$ cat config.mk
export PLATFORM = sky130hd
export DESIGN_NAME = bit_serial_adder
export DESIGN_NICKNAME = d
export VERILOG_FILES = /design/src/rtl/bit_serial_adder_pkg.sv /design/src/rtl/fadder_df.sv /design/src/rtl/bit_serial_adder.sv
export SDC_FILE = /design/constraint.sdc
export NUM_CORES = 1
export LEC_CHECK = 0
export CORE_MARGIN = 3
export CORE_UTILIZATION = 48
export CTS_BUF_LIST = sky130_fd_sc_hd__clkbuf_4 sky130_fd_sc_hd__clkbuf_8
export DETAILED_ROUTE_END_ITERATION = 10
export GPL_ROUTABILITY_DRIVEN = 0
export GPL_TIMING_DRIVEN = 0
export PLACE_DENSITY = 0.77
export SLEW_MARGIN = 10
export SYNTH_ARGS = -nofsm -noshare
export SYNTH_HDL_FRONTEND = slang
export SYNTH_SLANG_ARGS = --single-unit
export TNS_END_PERCENT = 50
$ cat constraint.sdc
create_clock -name clk -period 1.9 [get_ports clk]
set_clock_uncertainty 0.15 [all_clocks]
set_input_delay 0.38 -clock clk [delete_from_list [all_inputs] [get_ports clk]]
set_output_delay 0.38 -clock clk [all_outputs]
set_load 0.02 [all_outputs]
$ cat src/rtl/bit_serial_adder_pkg.sv
// bit_serial_adder_pkg: shared state encodings and default width for the serial adder
package bit_serial_adder_pkg;
    localparam int DEFAULT_WIDTH = 8;
    typedef enum logic [1:0] {
        IDLE = 2'b00,
        RUN  = 2'b01,
        DONE = 2'b10
    } state_t;
endpackage

$ cat src/rtl/fadder_df.sv
// fadder_df: dataflow one-bit full adder
module fadder_df (
    output logic s,
    output logic c,
    input  logic x,
    input  logic y,
    input  logic z
);
    assign s = x ^ y ^ z;
    assign c = (x & y) | (z & (x ^ y));
endmodule

$ cat src/rtl/bit_serial_adder.sv
// bit_serial_adder: LSB-first bit-serial adder, one full-adder step per clock
module bit_serial_adder
    import bit_serial_adder_pkg::*;
#(
    parameter int WIDTH = DEFAULT_WIDTH
) (
    input  logic             clk,
    input  logic             reset,
    input  logic             start,
    input  logic [WIDTH-1:0] a,
    input  logic [WIDTH-1:0] b,
    input  logic             cin,
    output logic             busy,
    output logic             done,
    output logic [WIDTH-1:0] sum,
    output logic             cout
);
    localparam int CW = $clog2(WIDTH);
    localparam logic [CW-1:0] LAST = CW'(WIDTH - 1);

    state_t           r_state;
    logic [WIDTH-1:0] r_a;
    logic [WIDTH-1:0] r_b;
    logic [WIDTH-1:0] r_p;
    logic [WIDTH-1:0] r_sum;
    logic [CW-1:0]    r_cnt;
    logic             r_carry;
    logic             r_cout;
    logic             r_busy;
    logic             r_done;
    logic             w_s;
    logic             w_c;
    logic [WIDTH-1:0] w_p_next;

    fadder_df u_fa (
        .s (w_s),
        .c (w_c),
        .x (r_a[0]),
        .y (r_b[0]),
        .z (r_carry)
    );

    assign w_p_next = {w_s, r_p[WIDTH-1:1]};

    // Control FSM with operand shifting, partial-sum build-up and result capture
    always_ff @(posedge clk or posedge reset) begin
        if (reset) begin
            r_state <= IDLE;
            r_a     <= '0;
            r_b     <= '0;
            r_p     <= '0;
            r_sum   <= '0;
            r_cnt   <= '0;
            r_carry <= 1'b0;
            r_cout  <= 1'b0;
            r_busy  <= 1'b0;
            r_done  <= 1'b0;
        end else begin
            case (r_state)
                IDLE: if (start) begin
                    r_a     <= a;
                    r_b     <= b;
                    r_carry <= cin;
                    r_cnt   <= '0;
                    r_busy  <= 1'b1;
                    r_state <= RUN;
                end
                RUN: begin
                    r_p     <= w_p_next;
                    r_a     <= r_a >> 1;
                    r_b     <= r_b >> 1;
                    r_carry <= w_c;
                    if (r_cnt == LAST) begin
                        r_sum   <= w_p_next;
                        r_cout  <= w_c;
                        r_done  <= 1'b1;
                        r_state <= DONE;
                    end else begin
                        r_cnt <= r_cnt + CW'(1);
                    end
                end
                DONE: begin
                    r_done  <= 1'b0;
                    r_busy  <= 1'b0;
                    r_state <= IDLE;
                end
                default: r_state <= IDLE;
            endcase
        end
    end

    assign busy = r_busy;
    assign done = r_done;
    assign sum  = r_sum;
    assign cout = r_cout;
endmodule
==> run metrics <==
outcome=completed; YS warnings=0; n_diodes=0; hold buffer count at CTS=0; max_slew headroom=46.01%; worst skew pair latency=0.28 ns; Synth Cell Area=1792 um2; CP Data Required Time=1.37 ns; DRC Markers=0; cell count after placement=239; CP max stage delay=0.62 ns; fin cells=247; GRT overflow=0; Avg Synthesized Cell Area=10.99 um2; sequential fraction of the synthesis area=55.87%; Initial Util=51.66%; Final period util=94.77%; PD cells=1554 nW/um2; r2r setup slk=0.26 ns; synthesized instance count=163; first-pass GRT wire length=6444 um; Reg2Reg Depth=5; I/O pins=31; CTS Root Buffer Type=clkbuf_8; Slowest-stage cell, CP=clkdlybuf4s50_1; dominant cells by area after synthesis=dfrtp_1 (56%), o22ai_1 (10%), mux2_4 (7.5%), a21oi_1 (5.6%), nand2_1 (5.0%); layout cells sized above 1=14.93%; reg2reg start=r_cnt[0]$_DFFE_PP0P_; Seq. cell area=1001 um2; met2 usage=31.53%; full die area=4502 um2; worst min-delay path class=reg2reg; HPWL Detailed=2732 um; cts repair resizes=0; die extent in x=67.10 um; most frequent cells in the layout=dfrtp_1 (40), o22ai_1 (30), clkdlybuf4s50_1 (30), nand2_1 (24), a21oi_1 (20); global routing's busiest layer=met2; area grow syn2layout=25.42%; H-tree levels=2; Critical Path Start=done$_DFFE_PP0P_; max-cap violation count=0; Crit Path Max Fanout=3; 1st-iter DRT viols=89; worst r2r dst=sum[5]$_DFFE_PP0P_; maximum clock frequency=555.3 MHz; Worst VDD drop=675.3 uV; largest net degree at the start of global routing=41; Worst Hold Launch=r_p[1]$_DFFE_PP0P_; # setup viols final=0; total nets after synthesis=186; met1 global-route usage=23.35%; delay-heaviest family, CP=buffers and inverters; Vias=1389; worst path arrival time=1.27 ns; Chip Height=67.10 um; Critical Path End Type=output port; area occupied by multi-input gates=708.2 um2; CTS Sinks=40; WHS Endpoint=r_p[1]$_DFFE_PP0P_; IO Port Bufs=30; Detailed Routing Iterations Pass 1=4; Hold Vio Cnt, Final=0; fillcell total=294; Core Rows=21; Yosys reg bits=40; GR Layer Usage met3=4.384%; number of global-route vias before repair=1467; number of setup buffers added after CTS=0; Synth top area share=55.87%; final WL=3800 um; worst slew pin tran=0.8087 ns; wire per inst=15.38 um; number of CTS-inserted buffers=5; Buf/Inv on CP=1; crit start category=flop; Core Area=3468 um2; Final ANT Viol Nets=0; antenna violations before repair=0; area leader, netlist=dfrtp_1; vias per cell=5.623; Synth cell types=23; Crit Path Class=reg2out; CTS tree=done; RSZ-0062 raised after global routing=no; commonest non-fill, non-tap cell in the layout=dfrtp_1; GR Util All Layers=18.79%; WHS Path Cells=2; final net count=223; Leak Pwr=1.010 nW; fin util=64.79%; crit-path cells=clkdlybuf4s50_1; Worst-path clk slew=0.07 ns; minimum clock period=1.801 ns; CTS max path bufs=2; max-slew violation count=0
==> area by class of cell <==
cell class              instances  share of cell area [%]
plain buffers                  11                   3.007
well taps                      46                   2.561
flip-flops and latches         40                   44.54
inverters                       4                  0.6682
multi-input cells             108                   31.51
repair buffers                 30                   13.36
clock buffers                   8                   4.343
==> layer usage <==
layer,vias to the layer above,wire (um)
met5,-,0
met4,0,19
met3,3,216
met2,41,1877
met1,681,1688
li1,664,-
==> per-stage QoR <==
stage / instance area, um2 / setup TNS [ns] / hold WS [ns] / total power, mW / worst slack (ns)
5_1_grt: 2247 / 0 / 0.3790 / 3.763 / 0.05733
6_report: 2247 / 0 / 0.3481 / 3.493 / 0.09931
4_1_cts: 2247 / 0 / 0.3526 / 3.523 / 0.08388
2_1_floorplan: 1792 / 0 / 0.2959 / 2.434 / 0.3390
3_5_place_dp: 2150 / 0 / 0.3342 / 2.920 / 0.01248
3_3_place_gp: 2150 / -11.95 / 0.3146 / 2.820 / -0.3006
==> power breakdown <==
part           switching, mW  leakage, nW  total, mW  internal (mW)
Combinational          0.709        0.484       1.39          0.685
Sequential             0.281        0.474       1.50           1.22
Clock                  0.274       0.0523      0.599          0.325
==> registers in the layout, summed over array words and instances (netlist names) <==
register,cells
r_b,8
sum,8
r_a,8
r_state,2
busy,1
cout,1
r_p,7
r_cnt,3
done,1
r_carry,1
==> worst max path at each step <==
stage	end	slack, ns	cells past startpoint
floorplan	cout$_DFFE_PP0P_	0.34	5
global placement	busy$_DFFE_PP0P_	-0.30	2
detailed placement	r_a[5]$_DFFE_PP0P_	0.01	5
CTS	done	0.08	1
global route	cout	0.06	1
finish	done	0.1	1
==> kinds of logic after synthesis <==
group | Yosys count | share of synthesized area, %
compound gates | 63 | 20.18
flops | 40 | 55.87
buf+inv | 15 | 4.609
simple gates | 33 | 9.288
fa+ha+maj | 3 | 2.514
mux | 9 | 7.542
==> synthesized netlist by cell type <==
| cell | n |
|---|---|
| buf_4 | 1 |
| nor2b_4 | 1 |
| o2bb2ai_1 | 1 |
| buf_6 | 2 |
| nor2_1 | 2 |
| ha_1 | 2 |
| nor3_1 | 1 |
| nand2b_2 | 1 |
| nor2b_1 | 1 |
| a22oi_1 | 2 |
| o22ai_1 | 30 |
| clkinv_1 | 1 |
| a21oi_1 | 20 |
| o21ai_0 | 10 |
| inv_1 | 3 |
| fa_1 | 1 |
| nand2_1 | 24 |
| or2b_1 | 2 |
| clkbuf_1 | 2 |
| mux2_4 | 9 |
| nand2_8 | 1 |
| dfrtp_1 | 40 |
| buf_2 | 6 |
==> worst min-delay path, stage by stage, from the launching register on <==
cell and delay (ns):
dfrtp_1 0.36, nand2_1 0.05, nand2_1 0.06
No activity file was read; power rests on OpenSTA's default activity.
